$ cat config.mk
export PLATFORM = sky130hd
export DESIGN_NAME = lockstep_tcdm_pair_ctrl
export DESIGN_NICKNAME = d
export VERILOG_FILES = /design/src/rtl/lockstep_pkg.sv /design/src/rtl/lockstep_pair_ctrl.sv /design/src/rtl/lockstep_tcdm_pair_ctrl.sv
export SDC_FILE = /design/constraint.sdc
export NUM_CORES = 1
export LEC_CHECK = 0
export CAP_MARGIN = 30
export CORE_AREA = 2 2 676 678
export CTS_CLUSTER_SIZE = 28
export DETAILED_ROUTE_END_ITERATION = 7
export DIE_AREA = 0 0 678 680
export SLEW_MARGIN = 20
export SYNTH_ARGS = -nofsm -noshare
export SYNTH_HDL_FRONTEND = slang
export SYNTH_SLANG_ARGS = --single-unit
$ cat constraint.sdc
create_clock -name clk_i -period 2.6 [get_ports clk_i]
set_clock_uncertainty 0.1 [all_clocks]
set_input_delay 0.52 -clock clk_i [delete_from_list [all_inputs] [get_ports clk_i]]
set_output_delay 0.52 -clock clk_i [all_outputs]
set_load 0.005 [all_outputs]
$ cat src/rtl/lockstep_pkg.sv
// Shared types for the lockstep TCDM pair controller.
package lockstep_pkg;

    // Per-pair operating mode.
    typedef enum logic [1:0] {
        StSplit,
        StDrain,
        StLocked,
        StFault
    } lockstep_state_e;

endpackage

$ cat src/rtl/lockstep_pair_ctrl.sv
// One core pair (lane 0 = master, lane 1 = checker): mode FSM, outstanding
// counters, response broadcast flag, request comparator and error counter.
module lockstep_pair_ctrl
    import lockstep_pkg::*;
#(
    parameter int unsigned ADDR_WIDTH      = 32,
    parameter int unsigned DATA_WIDTH      = 32,
    parameter int unsigned MAX_OUTSTANDING = 4,
    parameter int unsigned ERR_CNT_WIDTH   = 8
) (
    input  logic                       clk_i,
    input  logic                       rst_i,
    input  logic                       lockstep_req_i,
    input  logic                       fault_clr_i,
    output logic                       lockstep_active_o,
    output logic                       fault_o,
    output logic [ERR_CNT_WIDTH-1:0]   err_cnt_o,
    input  logic [1:0]                 core_req_i,
    input  logic [1:0]                 core_wen_i,
    input  logic [2*ADDR_WIDTH-1:0]    core_add_i,
    input  logic [2*DATA_WIDTH-1:0]    core_wdata_i,
    input  logic [2*(DATA_WIDTH/8)-1:0] core_be_i,
    output logic [1:0]                 core_gnt_o,
    output logic [1:0]                 core_r_valid_o,
    output logic [2*DATA_WIDTH-1:0]    core_r_rdata_o,
    output logic [1:0]                 ic_req_o,
    input  logic [1:0]                 ic_gnt_i,
    input  logic [1:0]                 ic_r_valid_i,
    input  logic [2*DATA_WIDTH-1:0]    ic_r_rdata_i
);

    localparam int unsigned BeWidth  = DATA_WIDTH / 8;
    localparam int unsigned CntWidth = $clog2(MAX_OUTSTANDING + 1);
    localparam logic [CntWidth-1:0]      CntMax = CntWidth'(MAX_OUTSTANDING);
    localparam logic [CntWidth-1:0]      CntOne = CntWidth'(1);
    localparam logic [ERR_CNT_WIDTH-1:0] ErrMax = '1;
    localparam logic [ERR_CNT_WIDTH-1:0] ErrOne = ERR_CNT_WIDTH'(1);

    lockstep_state_e            state_q, state_d;
    logic [1:0][CntWidth-1:0]   cnt_q, cnt_d;
    logic                       bcast_q, bcast_d;
    logic [ERR_CNT_WIDTH-1:0]   err_cnt_q, err_cnt_d;
    logic [1:0]                 full, inc, dec;
    logic                       mismatch, pair_go;

    // Compare master and checker request streams.
    always_comb begin
        mismatch = 1'b0;
        if (core_req_i[0] != core_req_i[1]) begin
            mismatch = 1'b1;
        end else if (core_req_i[0]) begin
            if ((core_add_i[ADDR_WIDTH-1:0] != core_add_i[2*ADDR_WIDTH-1:ADDR_WIDTH]) ||
                (core_wen_i[0] != core_wen_i[1]) ||
                (core_be_i[BeWidth-1:0] != core_be_i[2*BeWidth-1:BeWidth])) begin
                mismatch = 1'b1;
            end
            // Write data only matters on writes (wen = 0).
            if (!core_wen_i[0] &&
                (core_wdata_i[DATA_WIDTH-1:0] != core_wdata_i[2*DATA_WIDTH-1:DATA_WIDTH])) begin
                mismatch = 1'b1;
            end
        end
    end

    // Request and grant routing per mode; a full lane never issues.
    always_comb begin
        for (int l = 0; l < 2; l++) begin
            full[l] = (cnt_q[l] == CntMax);
        end
        pair_go    = core_req_i[0] & core_req_i[1] & ~mismatch & ~full[0];
        ic_req_o   = '0;
        core_gnt_o = '0;
        case (state_q)
            StSplit: begin
                ic_req_o   = core_req_i & ~full;
                core_gnt_o = core_req_i & ~full & ic_gnt_i;
            end
            StLocked: begin
                ic_req_o[0] = pair_go;
                core_gnt_o  = {2{pair_go & ic_gnt_i[0]}};
            end
            default: ;
        endcase
    end

    // Outstanding counters; a response with nothing in flight is dropped.
    always_comb begin
        for (int l = 0; l < 2; l++) begin
            inc[l]   = ic_req_o[l] & ic_gnt_i[l];
            dec[l]   = ic_r_valid_i[l] & (cnt_q[l] != '0);
            cnt_d[l] = cnt_q[l];
            if (inc[l] && !dec[l]) begin
                cnt_d[l] = cnt_q[l] + CntOne;
            end else if (!inc[l] && dec[l]) begin
                cnt_d[l] = cnt_q[l] - CntOne;
            end
        end
    end

    // Mode transitions, error counting and broadcast flag.
    always_comb begin
        state_d   = state_q;
        err_cnt_d = err_cnt_q;
        case (state_q)
            StSplit: begin
                if (lockstep_req_i) state_d = StDrain;
            end
            StDrain: begin
                if (cnt_d == '0) state_d = lockstep_req_i ? StLocked : StSplit;
            end
            StLocked: begin
                if (mismatch) begin
                    state_d = StFault;
                    if (err_cnt_q != ErrMax) err_cnt_d = err_cnt_q + ErrOne;
                end else if (!lockstep_req_i) begin
                    state_d = StDrain;
                end
            end
            StFault: begin
                if (fault_clr_i && (cnt_q == '0)) state_d = StSplit;
            end
            default: state_d = StSplit;
        endcase
        bcast_d = bcast_q;
        if (state_d == StLocked) begin
            bcast_d = 1'b1;
        end else if (state_d == StSplit) begin
            bcast_d = 1'b0;
        end
    end

    // State registers.
    always_ff @(posedge clk_i or posedge rst_i) begin
        if (rst_i) begin
            state_q   <= StSplit;
            cnt_q     <= '0;
            bcast_q   <= 1'b0;
            err_cnt_q <= '0;
        end else begin
            state_q   <= state_d;
            cnt_q     <= cnt_d;
            bcast_q   <= bcast_d;
            err_cnt_q <= err_cnt_d;
        end
    end

    // Response delivery; under broadcast the checker sees the master lane.
    always_comb begin
        core_r_valid_o = ic_r_valid_i;
        core_r_rdata_o = ic_r_rdata_i;
        if (bcast_q) begin
            core_r_valid_o = {2{ic_r_valid_i[0]}};
            core_r_rdata_o = {2{ic_r_rdata_i[DATA_WIDTH-1:0]}};
        end
    end

    assign lockstep_active_o = (state_q == StLocked);
    assign fault_o           = (state_q == StFault);
    assign err_cnt_o         = err_cnt_q;

`ifndef SYNTHESIS
    for (genvar l = 0; l < 2; l++) begin : g_rvalid_chk
        assert property (@(posedge clk_i) disable iff (rst_i)
            !(ic_r_valid_i[l] && (cnt_q[l] == '0)));
    end
`endif

endmodule

$ cat src/rtl/lockstep_tcdm_pair_ctrl.sv
// Core-to-TCDM shim pairing cores 2p/2p+1 for optional lockstep execution.
module lockstep_tcdm_pair_ctrl
    import lockstep_pkg::*;
#(
    parameter int unsigned N_CORES         = 8,
    parameter int unsigned ADDR_WIDTH      = 32,
    parameter int unsigned DATA_WIDTH      = 32,
    parameter int unsigned MAX_OUTSTANDING = 4,
    parameter int unsigned ERR_CNT_WIDTH   = 8
) (
    input  logic                                  clk_i,
    input  logic                                  rst_i,
    input  logic [N_CORES/2-1:0]                  lockstep_req_i,
    input  logic [N_CORES/2-1:0]                  fault_clr_i,
    output logic [N_CORES/2-1:0]                  lockstep_active_o,
    output logic [N_CORES/2-1:0]                  fault_o,
    output logic [(N_CORES/2)*ERR_CNT_WIDTH-1:0]  err_cnt_o,
    input  logic [N_CORES-1:0]                    core_req_i,
    input  logic [N_CORES-1:0]                    core_wen_i,
    input  logic [N_CORES*ADDR_WIDTH-1:0]         core_add_i,
    input  logic [N_CORES*DATA_WIDTH-1:0]         core_wdata_i,
    input  logic [N_CORES*(DATA_WIDTH/8)-1:0]     core_be_i,
    output logic [N_CORES-1:0]                    core_gnt_o,
    output logic [N_CORES-1:0]                    core_r_valid_o,
    output logic [N_CORES*DATA_WIDTH-1:0]         core_r_rdata_o,
    output logic [N_CORES-1:0]                    ic_req_o,
    output logic [N_CORES-1:0]                    ic_wen_o,
    output logic [N_CORES*ADDR_WIDTH-1:0]         ic_add_o,
    output logic [N_CORES*DATA_WIDTH-1:0]         ic_wdata_o,
    output logic [N_CORES*(DATA_WIDTH/8)-1:0]     ic_be_o,
    input  logic [N_CORES-1:0]                    ic_gnt_i,
    input  logic [N_CORES-1:0]                    ic_r_valid_i,
    input  logic [N_CORES*DATA_WIDTH-1:0]         ic_r_rdata_i
);

    localparam int unsigned NPairs  = N_CORES / 2;
    localparam int unsigned BeWidth = DATA_WIDTH / 8;

    // Request payload always follows the lane's own core.
    assign ic_wen_o   = core_wen_i;
    assign ic_add_o   = core_add_i;
    assign ic_wdata_o = core_wdata_i;
    assign ic_be_o    = core_be_i;

    for (genvar p = 0; p < NPairs; p++) begin : g_pair
        lockstep_pair_ctrl #(
            .ADDR_WIDTH      (ADDR_WIDTH),
            .DATA_WIDTH      (DATA_WIDTH),
            .MAX_OUTSTANDING (MAX_OUTSTANDING),
            .ERR_CNT_WIDTH   (ERR_CNT_WIDTH)
        ) u_pair (
            .clk_i             (clk_i),
            .rst_i             (rst_i),
            .lockstep_req_i    (lockstep_req_i[p]),
            .fault_clr_i       (fault_clr_i[p]),
            .lockstep_active_o (lockstep_active_o[p]),
            .fault_o           (fault_o[p]),
            .err_cnt_o         (err_cnt_o[p*ERR_CNT_WIDTH +: ERR_CNT_WIDTH]),
            .core_req_i        (core_req_i[2*p +: 2]),
            .core_wen_i        (core_wen_i[2*p +: 2]),
            .core_add_i        (core_add_i[2*p*ADDR_WIDTH +: 2*ADDR_WIDTH]),
            .core_wdata_i      (core_wdata_i[2*p*DATA_WIDTH +: 2*DATA_WIDTH]),
            .core_be_i         (core_be_i[2*p*BeWidth +: 2*BeWidth]),
            .core_gnt_o        (core_gnt_o[2*p +: 2]),
            .core_r_valid_o    (core_r_valid_o[2*p +: 2]),
            .core_r_rdata_o    (core_r_rdata_o[2*p*DATA_WIDTH +: 2*DATA_WIDTH]),
            .ic_req_o          (ic_req_o[2*p +: 2]),
            .ic_gnt_i          (ic_gnt_i[2*p +: 2]),
            .ic_r_valid_i      (ic_r_valid_i[2*p +: 2]),
            .ic_r_rdata_i      (ic_r_rdata_i[2*p*DATA_WIDTH +: 2*DATA_WIDTH])
        );
    end

endmodule
==> reports/summary.txt, run 1 <==
Status = complete, but fails checks
Failing checks = setup timing
Worst setup margin = -1.02 ns
Gr ovfl total = 0
Share of cells above drive strength 1 = 0.436
Initial Util = 0.0314
Total GRT Usage = 0.138
Sequential power share = 0.102
CTS clk-pin slew, worst paths = 0.06 ns
Seq cells post-synth = 68
Largest net degree at the start of global routing = 35
IO buf count = 1,713
Hold Vio Cnt, Final = 0
Most frequent cells in the layout = clkdlybuf4s50_1 (900), buf_4 (632), buf_12 (279)
Filler cells = 52,700
CTS H-Tree Depth = 3
Placed instance area = 40,800 um^2
Syn nets = 2,596
Register area = 1710 um^2
Number of flops mapped to enable cells by yosys = 0
First-pass DRT Iterations = 6
Max VDD drop = 0.318 mV
Die ar. = 461,000 um^2
Main flop type after synthesis = dfrtp_1
Critical path launch point type = input pin
Multi-input logic area = 8390 um^2
Mean Syn Cell Area = 8.29 um^2
Final WL = 330,000 um
Via/cell ratio = 2.13
Fin Setup TNS = -14.16 ns
Final setup vio count = 34
Area grow syn2layout = 197%
Met2 Usage GRT = 0.235
Clock Sinks = 68
Post-layout util = 0.0934
Placed Cells = 9,312
Synth cell types = 58
FP Rows = 248
DRC = 0
FFs w/ async S/R, synth = 1.00
Worst path slowest cell = clkdlybuf4s50_1
Clock period minus worst slack = 3.62 ns
CTS Buf Count = 13
Critical Path AT = 3.00 ns
Post-route cell area = 42,400 um^2
Register area share after synthesis = 0.119
Cell Count, Final, Fillers Out = 9,459
GRT busiest layer = met2
Critical path type = input pin to output port
Die width = 678 um
Die Y = 680 um
Cells along the critical path = clkdlybuf4s50_1 -> xnor2_1 -> nand4_1 -> nor4_4 -> nand3_4 -> a21oi_4 -> nand2_2 -> o31ai_4 -> buf_6 -> buf_12
Initial DRC Count = 1,114
Cts hold-fix bufs = 0
Worst-margin pin slew = 0.735 ns
Placer Congestion = 0.947
Comb pwr share = 0.804
Clk_lat worst skew = 0.52 ns
Total power = 17.5 mW
Crit-path max FO = 3
Power Dens Cells = 412 nW/um^2
Avg WL per Cell = 34.9 um
Commonest non-fill, non-tap cell in the layout = clkdlybuf4s50_1
Via count = 20,200
RSZ-0062 raised after global routing = true
Post-route clock period utilization = 1.39
F_max = 0.276 GHz
Met1 Use GR = 0.136
TritonCTS clock tree = yes
Final HPWL DP = 316,000 um
Pint = 9.66 mW
Crit. End Element = output port
Slowest stage delay, CP = 0.61 ns
CTS root buffer = clkbuf_16
Initial antenna violation count = 320
CP Data Required Time = 1.98 ns
Fin. max-slew vios = 0
Core area = 454,000 um^2
Hold/Removal Path Class = flop to flop
Final antenna-violating net count = 0
Vias in the first global route = 19,400
Sw Ratio = 0.447
Clk pwr share = 0.094
Met3 Track Usage GR = 0.0989
Ports = 1,714
First-pass GRT wire length = 372,000 um
Leak pwr = 16.1 nW
Slew HR = 0.506
Post-synthesis cell count = 1,722
Layout Nets = 4,254
Yosys warnings = 0
Max-Cap Viols = 0
Worst-case clock buffer depth = 3
Cell Area, Synth = 14,300 um^2
Switch Pwr = 7.81 mW
[Yosys cell counts, types with 10 or more instances]
library cell	n	area share
xnor2_1	243	0.15
inv_1	39	0.010
nand3_1	24	0.0084
o21ai_0	22	0.0077
mux2_2	136	0.11
nor3_1	11	0.0039
clkbuf_1	15	0.0039
dfrtp_1	68	0.12
a21oi_1	20	0.0070
nor2b_1	10	0.0044
nor2_1	39	0.010
nand2_1	62	0.016
nor4_1	33	0.014
buf_4	692	0.36
nand4_1	69	0.030
ha_1	32	0.028
xor2_1	82	0.050
[path summary, 6_finish.rpt]
| kind | startpoint | to | slack [ns] | cells past startpoint |
|---|---|---|---|---|
| min reg2reg | g_pair[3].u_pair.err_cnt_o[5] | g_pair[3].u_pair.err_cnt_o[5] | 0.40 | 1 |
| max in group asynchronous | rst_i | g_pair[3].u_pair.err_cnt_o[7] | 1.48 | 3 |
| max reg2reg | g_pair[1].u_pair.cnt_q[1] | g_pair[1].u_pair.state_q[0] | -0.39 | 16 |
| min | g_pair[3].u_pair.err_cnt_o[5] | g_pair[3].u_pair.err_cnt_o[5] | 0.40 | 1 |
| min in group asynchronous | rst_i | g_pair[2].u_pair.cnt_q[5] | 0.54 | 3 |
| max | core_add_i[57] | core_gnt_o[1] | -1.02 | 10 |
[per-stage QoR]
| step | setup slack (ns) | hold WS (ns) |
|---|---|---|
| floorplan | -0.238 | 0.377 |
| CTS | -1.19 | 0.401 |
| global route | -1.08 | 0.416 |
| finish | -1.02 | 0.398 |
| global placement | -2.35 | 0.386 |
| detailed placement | -2.15 | 0.394 |
[metal layers]
metal  part of all wire  wire [um]  vias to the layer above
li1                   -          -                     8483
met3               0.16      54300                      519
met2               0.47     157000                     1596
met5             0.0033       1090                        -
met1               0.33     110000                     9423
met4              0.026       8680                      154
[kinds of logic after synthesis]
family	after synthesis	synth area share
fa+ha+maj	41	0.0343
compound gates	94	0.0437
simple gates	293	0.110
flops	68	0.119
mux	143	0.112
buf+inv	758	0.381
xor+xnor	325	0.199
[worst max-delay path, delay by kind of cell]
kind | cells | cell delay (ns)
compound gates | 2 | 0.47
buf+inv | 3 | 0.86
simple gates | 4 | 0.98
xor+xnor | 1 | 0.16
[registers in the layout (all words and copies together) (netlist names)]
register / count
g_pair.u_pair.state_q: 8
g_pair.u_pair.bcast_q: 4
g_pair.u_pair.cnt_q: 24
g_pair.u_pair.err_cnt_o: 32
[layout make-up]
type	instances	share of cell area
inverter	40	0.00366
clock buffer	17	0.00802
timing repair buffer	2361	0.569
antenna	77	0.00454
tap	6000	0.177
sequential	68	0.0403
multi-input combinational	896	0.198
[power groups by stage]
stage	registers [mW]	clock network [mW]	logic [mW]
after floorplan	1.68	0	4.11
after global placement	1.81	0	13.3
after detailed placement	1.82	0	13.2
after CTS	1.80	1.83	14.2
after global routing	1.84	1.82	15.0
final	1.78	1.64	14.0
[what timing repair did]
item                                    4_1_cts  5_1_grt
endpoints found under the setup margin      186       99
resized for setup                          1060      336
setup buffers                                42       24
gates cloned                                  4        1
pin swaps                                   167      179
No activity file was read; power rests on OpenSTA's default activity.
==> inputs of run 2 (changes only) <==
--- a/config.mk
+++ b/config.mk
@@ -10,6 +10,9 @@
 export CTS_CLUSTER_SIZE = 28
 export DETAILED_ROUTE_END_ITERATION = 7
 export DIE_AREA = 0 0 678 680
+export GPL_ROUTABILITY_DRIVEN = 0
+export SETUP_SLACK_MARGIN = 0.3
+export SKIP_CTS_REPAIR_TIMING = 1
 export SLEW_MARGIN = 20
 export SYNTH_ARGS = -nofsm -noshare
 export SYNTH_HDL_FRONTEND = slang
==> reports/summary.txt, run 2 (synthesis results as in run 1) <==
Status = complete, but fails checks
Failing checks = setup timing
Final HPWL DP = 310,000 um
Switch Pwr = 7.51 mW
CTS clk-pin slew, worst paths = 0.06 ns
Critical Path AT = 3.36 ns
CTS root buffer = clkbuf_16
Layout Nets = 4,272
Filler cells = 52,400
Initial DRC Count = 1,137
Placed instance area = 41,000 um^2
Setup Slack @ Placement = -2.38 ns
Die Y = 680 um
Area grow syn2layout = 213%
Vias in the first global route = 19,100
Via count = 20,900
Max VDD drop = 0.386 mV
RSZ-0062 raised after global routing = true
Final antenna-violating net count = 0
CP Data Required Time = 1.98 ns
Post-layout util = 0.0982
Final setup vio count = 42
Comb pwr share = 0.809
First-pass DRT Iterations = 5
Initial antenna violation count = 379
Hold/Removal Path Class = flop to flop
Multi-input logic area = 8550 um^2
Ports = 1,714
Sw Ratio = 0.442
Share of cells above drive strength 1 = 0.413
Largest net degree at the start of global routing = 38
Critical path launch point type = input pin
Clock Sinks = 68
Final WL = 327,000 um
Max-Cap Viols = 0
Clk pwr share = 0.082
Slew HR = 0.413
Clk_lat worst skew = 0.45 ns
Clock period minus worst slack = 3.98 ns
Fin. max-slew vios = 0
Total power = 17.0 mW
FP Rows = 248
CTS H-Tree Depth = 3
Total GRT Usage = 0.134
Critical path type = input pin to output port
Register area = 1710 um^2
Pint = 9.49 mW
F_max = 0.251 GHz
Post-route clock period utilization = 1.53
Avg WL per Cell = 34.3 um
DRC = 0
Crit-path max FO = 2
Leak pwr = 19.8 nW
Commonest non-fill, non-tap cell in the layout = clkdlybuf4s50_1
Die ar. = 461,000 um^2
Most frequent cells in the layout = clkdlybuf4s50_1 (867), buf_4 (624), dlymetal6s2s_1 (429)
IO buf count = 1,713
Worst setup margin = -1.38 ns
Power Dens Cells = 381 nW/um^2
Fin Setup TNS = -17.62 ns
Sequential power share = 0.109
Worst-case clock buffer depth = 2
Core area = 454,000 um^2
Max reg flops = 32
CTS Buf Count = 9
Die width = 678 um
Worst-margin pin slew = 0.880 ns
TritonCTS clock tree = yes
Initial Util = 0.0314
Hold Vio Cnt, Final = 0
First-pass GRT wire length = 363,000 um
Crit. End Element = output port
Via/cell ratio = 2.19
Post-route cell area = 44,600 um^2
Gr ovfl total = 0
-- run 2: changes by cell type in the layout (fill, tap and decap cells not counted), sizes merged, moves of 33 or more --
| cell | delta |
|---|---|
| buf | -46 |
| clkdlybuf4s15 | -113 |
| clkdlybuf4s50 | -33 |
| diode | +61 |
| dlygate4sd2 | -181 |
| dlymetal6s2s | +400 |
-- run 2: final cells by class --
| type | count | area share |
|---|---|---|
| diodes | 138 | 0.00774 |
| flip-flops and latches | 68 | 0.0383 |
| repair buffers | 2383 | 0.585 |
| inverters | 40 | 0.00350 |
| clock inverters | 2 | 0.000224 |
| multi-input cells | 896 | 0.192 |
| well taps | 6000 | 0.168 |
| clock buffers | 13 | 0.00583 |
-- run 2: power by group through the flow --
stage	clock network, mW	registers, mW	logic (mW)
5_1_grt	1.53	1.91	14.5
2_1_floorplan	0	1.69	4.21
6_report	1.40	1.85	13.7
4_1_cts	1.54	1.76	12.9
3_3_place_gp	0	1.77	12.8
3_5_place_dp	0	1.78	12.8
-- run 2: routing by layer --
metal | track usage | vias up | wire length [um]
li1 | - | 8584 | -
met5 | 0.00219 | - | 1300
met3 | 0.0937 | 647 | 51800
met1 | 0.132 | 9620 | 108000
met2 | 0.227 | 1904 | 154000
met4 | 0.0358 | 168 | 12200
-- run 2: critical path, cell delays in order --
cell	delay [ns]
clkdlybuf4s50_1	0.59
xnor2_1	0.15
nand4_1	0.23
buf_6	0.23
nor4_2	0.21
nand3_2	0.22
buf_12	0.19
a21oi_4	0.16
buf_6	0.12
a31oi_4	0.09
a211oi_4	0.30
buf_6	0.17
buf_12	0.13
-- run 2: path summary, 6_finish.rpt --
check | from | cells past startpoint | end | slack (ns)
max | core_add_i[49] | 13 | ic_req_o[0] | -1.38
min | g_pair[3].u_pair.err_cnt_o[5] | 1 | g_pair[3].u_pair.err_cnt_o[5] | 0.39
max reg2reg | g_pair[2].u_pair.cnt_q[0] | 11 | g_pair[2].u_pair.bcast_q | -0.23
min reg2reg | g_pair[3].u_pair.err_cnt_o[5] | 1 | g_pair[3].u_pair.err_cnt_o[5] | 0.39
max in group asynchronous | rst_i | 3 | g_pair[3].u_pair.bcast_q | 1.11
min in group asynchronous | rst_i | 2 | g_pair[2].u_pair.state_q[0] | 0.49
-- run 2: through the flow --
stage | cells | hold WS (ns)
3_3_place_gp | 9297 | 0.384
6_report | 9540 | 0.390
2_1_floorplan | 1722 | 0.377
5_1_grt | 9480 | 0.409
4_1_cts | 9313 | 0.393
3_5_place_dp | 9298 | 0.385
==> inputs of run 3 (changes only) <==
--- a/config.mk
+++ b/config.mk
@@ -7,12 +7,11 @@
 export LEC_CHECK = 0
 export CAP_MARGIN = 30
 export CORE_AREA = 2 2 676 678
-export CTS_CLUSTER_SIZE = 28
+export CTS_CLUSTER_SIZE = 40
 export DETAILED_ROUTE_END_ITERATION = 7
 export DIE_AREA = 0 0 678 680
 export GPL_ROUTABILITY_DRIVEN = 0
 export SETUP_SLACK_MARGIN = 0.3
-export SKIP_CTS_REPAIR_TIMING = 1
 export SLEW_MARGIN = 20
 export SYNTH_ARGS = -nofsm -noshare
 export SYNTH_HDL_FRONTEND = slang
==> reports/summary.txt, run 3 (synthesis results as in run 1) <==
Hold Vio Cnt, Final = 0
CP Data Required Time = 1.98 ns
Top delay family on crit path = buffers and inverters
Avg WL per Cell = 34.3 um
Gr ovfl total = 0
Fin. max-slew vios = 0
Area grow syn2layout = 211%
Critical path launch point type = input pin
Crit-path max FO = 2
Post-route clock period utilization = 1.42
Most Frequent Cell on Critical Path = buf_6
CTS clk-pin slew, worst paths = 0.07 ns
Switch Pwr = 8.01 mW
Post-route cell area = 44,400 um^2
Initial antenna violation count = 336
Sw Ratio = 0.432
Clock Sinks = 68
Worst-case clock buffer depth = 2
Clock period minus worst slack = 3.69 ns
Via count = 21,200
CTS Buf Count = 9
Hold/Removal Path Class = flop to flop
Crit. End Element = output port
First-pass DRT Iterations = 5
Total GRT Usage = 0.135
Worst-margin pin slew = 0.879 ns
Max VDD drop = 0.386 mV
Slowest stage delay, CP = 0.34 ns
Critical Path AT = 3.07 ns
Failing checks = setup timing
Sum of buffers and inverters on the critical path = 8
Slew HR = 0.414
Clk pwr share = 0.075
TritonCTS clock tree = yes
Final WL = 329,000 um
Layout Nets = 4,345
Sequential power share = 0.101
Final antenna-violating net count = 0
Leak pwr = 18.3 nW
Final setup vio count = 42
FP Rows = 248
DRC = 0
Comb pwr share = 0.824
Core area = 454,000 um^2
Max reg flops = 32
Die ar. = 461,000 um^2
Placed instance area = 41,000 um^2
First-pass GRT wire length = 365,000 um
Cells along the critical path = clkdlybuf4s15_1 -> xor2_2 -> nor4_4 -> nand4_1 -> nor4_4 -> nand3_4 -> buf_12 -> a21oi_4 -> buf_6 -> buf_6 -> buf_6 -> buf_6 -> buf_6 -> nand2_4 -> o31ai_4 -> buf_2
Cts hold-fix bufs = 0
Ports = 1,714
Initial DRC Count = 1,223
Reg-to-reg slack, setup = -0.34 ns
Final HPWL DP = 310,000 um
Most frequent cells in the layout = clkdlybuf4s50_1 (755), buf_4 (634), buf_12 (296)
Max-Cap Viols = 0
Status = complete, but fails checks
Largest net degree at the start of global routing = 38
Power Dens Cells = 417 nW/um^2
RSZ-0062 raised after global routing = true
CTS H-Tree Depth = 3
Share of cells above drive strength 1 = 0.496
Worst path slowest cell = nor4_4
Pint = 10.5 mW
CTS root buffer = clkbuf_16
Worst setup margin = -1.09 ns
Fin Setup TNS = -20.73 ns
Initial Util = 0.0314
F_max = 0.271 GHz
Vias in the first global route = 19,600
Clk_lat worst skew = 0.44 ns
Critical path type = input pin to output port
Commonest non-fill, non-tap cell in the layout = clkdlybuf4s50_1
Die width = 678 um
IO buf count = 1,713
Via/cell ratio = 2.21
Die Y = 680 um
[run 3: changes by cell type in the layout (fill, tap and decap cells not counted), moves of 59 or more]
cell             before  now
dlymetal6s2s_1      429  137
buf_2                 4  118
buf_6                86  173
dlygate4sd2_1         0  127
clkdlybuf4s50_1     867  755
clkdlybuf4s15_1       0   59
[run 3: repair_timing]
item,in CTS,in global routing
setup endpoints to repair,372,260
pin swaps,200,176
cloned,0,14
setup buffers,40,108
resized for setup,1345,739
[run 3: layout make-up]
class | count | area [um^2]
flip-flops and latches | 68 | 1710
clock buffers | 13 | 260
inverters | 40 | 156
well taps | 6000 | 7510
multi-input cells | 896 | 8950
diodes | 127 | 318
repair buffers | 2456 | 25500
clock inverters | 2 | 10.0
fillers | 52400 | 410000
[run 3: final timing paths]
path / startpoint / endpoint / cells past startpoint
setup / recovery: core_add_i[24] / core_gnt_o[1] / 16
max in group asynchronous: rst_i / g_pair[3].u_pair.bcast_q / 3
min in group asynchronous: rst_i / g_pair[2].u_pair.state_q[0] / 2
setup reg to reg: g_pair[2].u_pair.cnt_q[0] / g_pair[2].u_pair.bcast_q / 11
hold / removal: g_pair[2].u_pair.err_cnt_o[6] / g_pair[2].u_pair.err_cnt_o[6] / 1
hold reg to reg: g_pair[2].u_pair.err_cnt_o[6] / g_pair[2].u_pair.err_cnt_o[6] / 1
[run 3: through the flow]
stage / power (mW) / cells / utilization / worst slack, ns / hold WS, ns
final: 18.5 / 9602 / 0.0978 / -1.09 / 0.386
after global routing: 19.6 / 9555 / 0.0976 / -1.23 / 0.409
after CTS: 16.3 / 9353 / 0.0920 / -1.45 / 0.393
after detailed placement: 14.6 / 9298 / 0.0904 / -2.38 / 0.385
after global placement: 14.6 / 9297 / 0.0903 / -2.85 / 0.384
after floorplan: 5.90 / 1722 / - / -0.238 / 0.377
[run 3: power by group through the flow]
stage	Sequential (mW)	Combinational, mW	Clock (mW)
2_1_floorplan	1.69	4.21	0
3_3_place_gp	1.77	12.8	0
3_5_place_dp	1.78	12.8	0
4_1_cts	1.77	13.0	1.54
5_1_grt	1.93	16.1	1.54
6_report	1.86	15.3	1.40
[run 3: layer usage]
layer	vias to the layer above	share of wire	track usage
met2	1781	0.47	0.227
met1	9871	0.33	0.131
met5	-	0.0043	0.00260
met3	631	0.16	0.0950
met4	182	0.041	0.0389
li1	8741	-	-
